**src/rtl/pipe_sequencer.sv**
```systemverilog
// pipe_sequencer
// Pipeline-level controller between the hazard unit and the F/D/E/M/W
// pipeline registers of the dual ARM/RISC-V core. It merges the hazard
// unit's stall/flush requests with two sequenced events: multi-cycle
// execute ops (iterative mul/div) that freeze F/D/E until done, and ISA
// mode switches that drain the pipeline before the arm mode bit toggles.
//
// Ports:
//   clk, reset_n                 core clock, asynchronous active-low reset
//   hz_stall_f/_d, hz_flush_d/_e hazard unit requests
//   mc_start_e, mc_done          multi-cycle op valid in E / result ready
//   mode_req_valid, mode_req     mode change request (held until mode_ack)
//   en_f..en_w                   pipeline register enables
//   flush_d/_e/_m                synchronous clears of the D/E/M registers
//   arm                          current ISA mode (1 = ARM), registered
//   mode_ack                     one-cycle pulse on the cycle arm updates
//   mc_busy                      high while waiting on a multi-cycle op
//   mc_timeout_err               sticky timeout flag, cleared by reset only
//   state                        debug: RUN=0, MCWAIT=1, DRAIN=2, SWITCH=3
module pipe_sequencer #(
  parameter int DRAIN_CYCLES = 4,
  parameter int MC_TIMEOUT   = 64,
  parameter bit ARM_RESET    = 1'b0
) (
  input  logic       clk,
  input  logic       reset_n,
  input  logic       hz_stall_f,
  input  logic       hz_stall_d,
  input  logic       hz_flush_d,
  input  logic       hz_flush_e,
  input  logic       mc_start_e,
  input  logic       mc_done,
  input  logic       mode_req_valid,
  input  logic       mode_req,
  output logic       en_f,
  output logic       en_d,
  output logic       en_e,
  output logic       en_m,
  output logic       en_w,
  output logic       flush_d,
  output logic       flush_e,
  output logic       flush_m,
  output logic       arm,
  output logic       mode_ack,
  output logic       mc_busy,
  output logic       mc_timeout_err,
  output logic [1:0] state
);

  typedef enum logic [1:0] {
    RUN    = 2'd0,
    MCWAIT = 2'd1,
    DRAIN  = 2'd2,
    SWITCH = 2'd3
  } state_e;

  localparam logic [3:0] DRAIN_LAST = 4'(DRAIN_CYCLES - 1);
  localparam logic [7:0] MC_LAST    = 8'(MC_TIMEOUT - 1);

  state_e     state_q, state_d;
  logic       arm_q, arm_d;
  logic       target_q, target_d;
  logic [3:0] drainCnt_q, drainCnt_d;
  logic [7:0] mcCnt_q, mcCnt_d;
  logic       mcErr_q, mcErr_d;

  logic mcEnter;
  logic mcFinish;
  logic switchReq;

  // A flushed mul/div is squashed, so it never starts a wait.
  assign mcEnter   = (state_q == RUN) && mc_start_e && !hz_flush_e;
  // Release on the result or on timeout; >= guards a saturated counter.
  assign mcFinish  = (state_q == MCWAIT) && (mc_done || (mcCnt_q >= MC_LAST));
  // A mul/div start takes priority over a mode switch in the same cycle.
  assign switchReq = mode_req_valid && (mode_req != arm_q) && !mc_start_e;

  // State register plus the sequencing counters, mode bit and error flag.
  always_ff @(posedge clk or negedge reset_n) begin
    if (!reset_n) begin
      state_q    <= RUN;
      arm_q      <= ARM_RESET;
      target_q   <= ARM_RESET;
      drainCnt_q <= 4'd0;
      mcCnt_q    <= 8'd0;
      mcErr_q    <= 1'b0;
    end else begin
      state_q    <= state_d;
      arm_q      <= arm_d;
      target_q   <= target_d;
      drainCnt_q <= drainCnt_d;
      mcCnt_q    <= mcCnt_d;
      mcErr_q    <= mcErr_d;
    end
  end

  // Next-state logic; counters saturate rather than wrap.
  always_comb begin
    state_d    = state_q;
    arm_d      = arm_q;
    target_d   = target_q;
    drainCnt_d = drainCnt_q;
    mcCnt_d    = mcCnt_q;
    mcErr_d    = mcErr_q;
    unique case (state_q)
      RUN: begin
        if (mcEnter) begin
          state_d = MCWAIT;
          mcCnt_d = 8'd0;
        end else if (switchReq) begin
          state_d    = DRAIN;
          target_d   = mode_req;
          drainCnt_d = 4'd0;
        end
      end
      MCWAIT: begin
        if (mcCnt_q != 8'hFF) mcCnt_d = mcCnt_q + 8'd1;
        if (mc_done) begin
          state_d = RUN;
        end else if (mcCnt_q >= MC_LAST) begin
          state_d = RUN;
          mcErr_d = 1'b1;
        end
      end
      DRAIN: begin
        if (drainCnt_q != 4'hF) drainCnt_d = drainCnt_q + 4'd1;
        if (drainCnt_q >= DRAIN_LAST) state_d = SWITCH;
      end
      SWITCH: begin
        arm_d   = target_q;
        state_d = RUN;
      end
      default: state_d = RUN;
    endcase
  end

  // Output logic: RUN rules by default, overridden per state.
  always_comb begin
    en_f     = !hz_stall_f;
    en_d     = !hz_stall_d;
    en_e     = 1'b1;
    en_m     = 1'b1;
    en_w     = 1'b1;
    flush_d  = hz_flush_d;
    flush_e  = hz_flush_e;
    flush_m  = 1'b0;
    mode_ack = 1'b0;
    mc_busy  = 1'b0;
    unique case (state_q)
      RUN: begin
        // Hold the op in E and push a bubble into M.
        if (mcEnter) begin
          en_f    = 1'b0;
          en_d    = 1'b0;
          en_e    = 1'b0;
          flush_m = 1'b1;
        end
      end
      MCWAIT: begin
        mc_busy = 1'b1;
        // On the release cycle E advances with normal RUN outputs.
        if (!mcFinish) begin
          en_f    = 1'b0;
          en_d    = 1'b0;
          en_e    = 1'b0;
          flush_d = 1'b0;
          flush_e = 1'b0;
          flush_m = 1'b1;
        end
      end
      DRAIN, SWITCH: begin
        // Fetch frozen and D flushed so only bubbles follow; stalls ignored.
        en_f     = 1'b0;
        en_d     = 1'b1;
        flush_d  = 1'b1;
        flush_e  = hz_flush_e;
        mode_ack = (state_q == SWITCH);
      end
      default: ;
    endcase
  end

  assign arm            = arm_q;
  assign mc_timeout_err = mcErr_q;
  assign state          = state_q;

endmodule

```
**config.mk**
```make
export PLATFORM = sky130hd
export DESIGN_NAME = pipe_sequencer
export DESIGN_NICKNAME = d
export VERILOG_FILES = /design/src/rtl/pipe_sequencer.sv
export SDC_FILE = /design/constraint.sdc
export NUM_CORES = 1
export LEC_CHECK = 0
export CAP_MARGIN = 10
export CORE_UTILIZATION = 45
export DETAILED_ROUTE_END_ITERATION = 6
export GPL_TIMING_DRIVEN = 0
export PLACE_DENSITY = 0.73
export SYNTH_ARGS = -nofsm -noshare
export SYNTH_HDL_FRONTEND = slang
export SYNTH_SLANG_ARGS = --single-unit
export TNS_END_PERCENT = 30
```
**constraint.sdc**
```tcl
create_clock -name clk -period 5 [get_ports clk]
set_clock_uncertainty 0.2 [all_clocks]
set_input_delay 0.5 -clock clk [delete_from_list [all_inputs] [get_ports clk]]
set_output_delay 0.5 -clock clk [all_outputs]
set_load 0.02 [all_outputs]
```
==> metrics <==
status completed; Data required, critical path about 4.3 ns; Initial DRC Count 20; die area 2434 sq um; dominant synthesized flop cell dfrtp_1; sw power 0.2563 mW; Worst setup SP type register; count leader, synth dfrtp_1; Slew headroom 0.4747; cell accounting for the most synthesized area dfrtp_1; grt ovf 0; vias in the first global route between 700 and 800; EDFF count, synth 0; post-layout power 0.6201 mW; Area contributors post-synth dfrtp_1 42%, o21ai_0 4.0%, nand4_1 3.7%, nand2_1 2.6%, nor2_1 2.6%; combinational share of power 0.537; Max Fclk around 330 MHz; later-pin clock latency in the skew report approximately 0.30 ns; Final min period 3.057 ns; post-CTS setup buffer count 0; nets@finish 143; layout cells sized above 1 0.1846; post-route setup slack 1.943 ns; Detailed Place HPWL 1.556 mm; crit path kind reg2out; max-cap viol count 0; unrepaired setup endpoints after global routing false; Num CTS Buffers 3; Mean Syn Cell Area between 9 and 10 sq um; synthesized flop and latch total 17; Reg clk slew, reported paths 0.10 ns; # fillers 174; Worst-Margin Slew 0.7855 ns; Sequential Power Share 0.339; DRT antenna net count 0; first-pass GRT wire length 3.581 mm; Netlist cell types between 40 and 50; hold path depth 1; Arr. time, crit path 2.36 ns; post-DR wirelength/cell 13.15 um; leakage 0.5580 nW; Pwr per Cell Area about 480 nW/um^2; crit path max fanout 5; Syn Inst Count 104; Die Wd approximately 49 um; synth cell count leaders 17 x dfrtp_1, 8 x o21ai_0, 7 x nand2_1, 7 x nor2_1, 6 x nand4_1; Initial Utilization 0.4939; clock sink count 17; I/O Buffers 21; setup_tns 0 ns; WL final 2.065 mm; Max Slew Vio Count 0; post-synth top area share 0.4218; clock root buffer clkbuf_4; Mapped Area 1008 sq um; sequential area share after synthesis 0.4218; Final Cycle Share 0.6113; largest net degree at the start of global routing 18; vias per inst 5.408; area delta synth->final 27.17%; YS warnings 0; FP Rows 16; vias post-DR 849; CTS H-tree lvls 1; CTS tree yes; cells on worst reg2reg path 5; setup violators final 0; die height 49.34 um; Placer Congestion approximately 0.75; kind of end point of the critical path output port; internal power between 0.3 and 0.4 mW; first drt pass iteration count 4; worst vdd ir 244.9 uV; pre-CTS setup slack 2.054 ns; core box area slightly above 2000 sq um; DRC 0; CTS resizes 0; Max Root-Sink Buffers 2; Total GRT Usage 0.1979; Sw Share 0.4133; hold_buf cts 0; Post-synth ARST share 1.000; share of total power in the clock network 0.124; # IOs 24; final-report hold violation count 0; Worst Hold Class reg2reg; initial antenna violation count 0; number of inserted diodes 0
## final cells by class
class / instances / area, sq um / area share
Tap cell: 27 / 33.78 / 0.02634
Timing Repair Buffer: 21 / 210.2 / 0.1639
Inverter: 6 / 27.53 / 0.02146
Buffer: 5 / 45.04 / 0.03512
Multi-Input combinational cell: 77 / 514.2 / 0.4010
Clock buffer: 4 / 26.28 / 0.02049
Sequential cell: 17 / 425.4 / 0.3317
## through the flow
| stage | cells | util | instance area [sq um] | hold WS [ns] |
|---|---|---|---|---|
| 5_1_grt | 157 | 0.6281 | 1282 | 0.3160 |
| 2_1_floorplan | 105 | - | 1012 | 0.004409 |
| 6_report | 157 | 0.6281 | 1282 | 0.2914 |
| 4_1_cts | 157 | 0.6281 | 1282 | 0.2986 |
| 3_5_place_dp | 153 | 0.6152 | 1256 | 0.2754 |
| 3_3_place_gp | 153 | 0.6152 | 1256 | 0.2690 |
## cells by family (layout without fill, tap and decap cells)
logic type,after synthesis,count (layout),share of synthesized area
XOR/XNOR,2,2,0.01737
flip-flops,17,17,0.4218
other,1,2,0.003719
AND/OR/NAND/NOR,41,41,0.2358
buffers and inverters,11,36,0.07195
multiplexers,5,5,0.05335
adder cells (fa/ha/maj),2,2,0.02481
AO/OA/AOI/OAI,25,25,0.1712
## critical path, cell delays in order, from the launching register on
cell	delay, ns
dfrtp_1	0.38
ha_1	0.27
nand2_2	0.11
o21ai_2	0.23
nor3_2	0.07
a2111oi_2	0.33
clkdlybuf4s50_1	0.67
## layer usage
| metal | global-route usage | wire [um] | up-vias |
|---|---|---|---|
| met5 | 0 | 0 | - |
| met1 | 0.2668 | 1000 | 401 |
| met2 | 0.3082 | 925 | 21 |
| li1 | - | - | 422 |
| met3 | 0.03427 | 96 | 5 |
| met4 | 0.08824 | 42 | 0 |
## placed cells by master (no fill, tap or decap), types with 2 or more instances in the layout
cell | netlist | final
a21oi_1 | 4 | 4
o22ai_1 | 2 | 2
buf_4 | 3 | 3
nor2_1 | 7 | 7
o21ai_0 | 8 | 8
and3_1 | 2 | 2
clkbuf_4 | 0 | 3
nand3_1 | 5 | 5
ha_1 | 2 | 2
nor3_2 | 2 | 2
mux2_2 | 2 | 2
nor2b_1 | 2 | 2
dfrtp_1 | 17 | 17
buf_6 | 2 | 2
nand4_1 | 6 | 6
nand2_1 | 7 | 7
conb_1 | 1 | 2
mux2i_1 | 2 | 2
clkdlybuf4s50_1 | 0 | 21
xor2_1 | 2 | 2
inv_1 | 4 | 4
## final timing paths
check	slack [ns]	start	endpoint
min in group asynchronous	0.45	reset_n	mcCnt_q[0]$_DFFE_PN0P_
max reg2reg	3.27	mcCnt_q[0]$_DFFE_PN0P_	mcCnt_q[4]$_DFFE_PN0P_
max in group asynchronous	3.66	reset_n	state[0]$_DFFE_PN0P_
max	1.94	mcCnt_q[0]$_DFFE_PN0P_	en_f
min reg2reg	0.29	target_q$_DFFE_PN0P_	target_q$_DFFE_PN0P_
min	0.29	target_q$_DFFE_PN0P_	target_q$_DFFE_PN0P_
## power groups by stage
| stage | Sequential [mW] | Combinational [mW] | Clock [mW] |
|---|---|---|---|
| final | 0.210 | 0.333 | 0.0766 |
| after global routing | 0.216 | 0.366 | 0.0819 |
| after CTS | 0.211 | 0.335 | 0.0789 |
| after detailed placement | 0.214 | 0.333 | 0 |
| after global placement | 0.211 | 0.328 | 0 |
| after floorplan | 0.224 | 0.204 | 0 |
## registers in the layout, indices dropped and copies added (netlist names)
signal and cells:
drainCnt_q 4, state 2, mc_timeout_err 1, target_q 1
arm 1, mcCnt_q 8
Power figures use the tool's default switching activity.
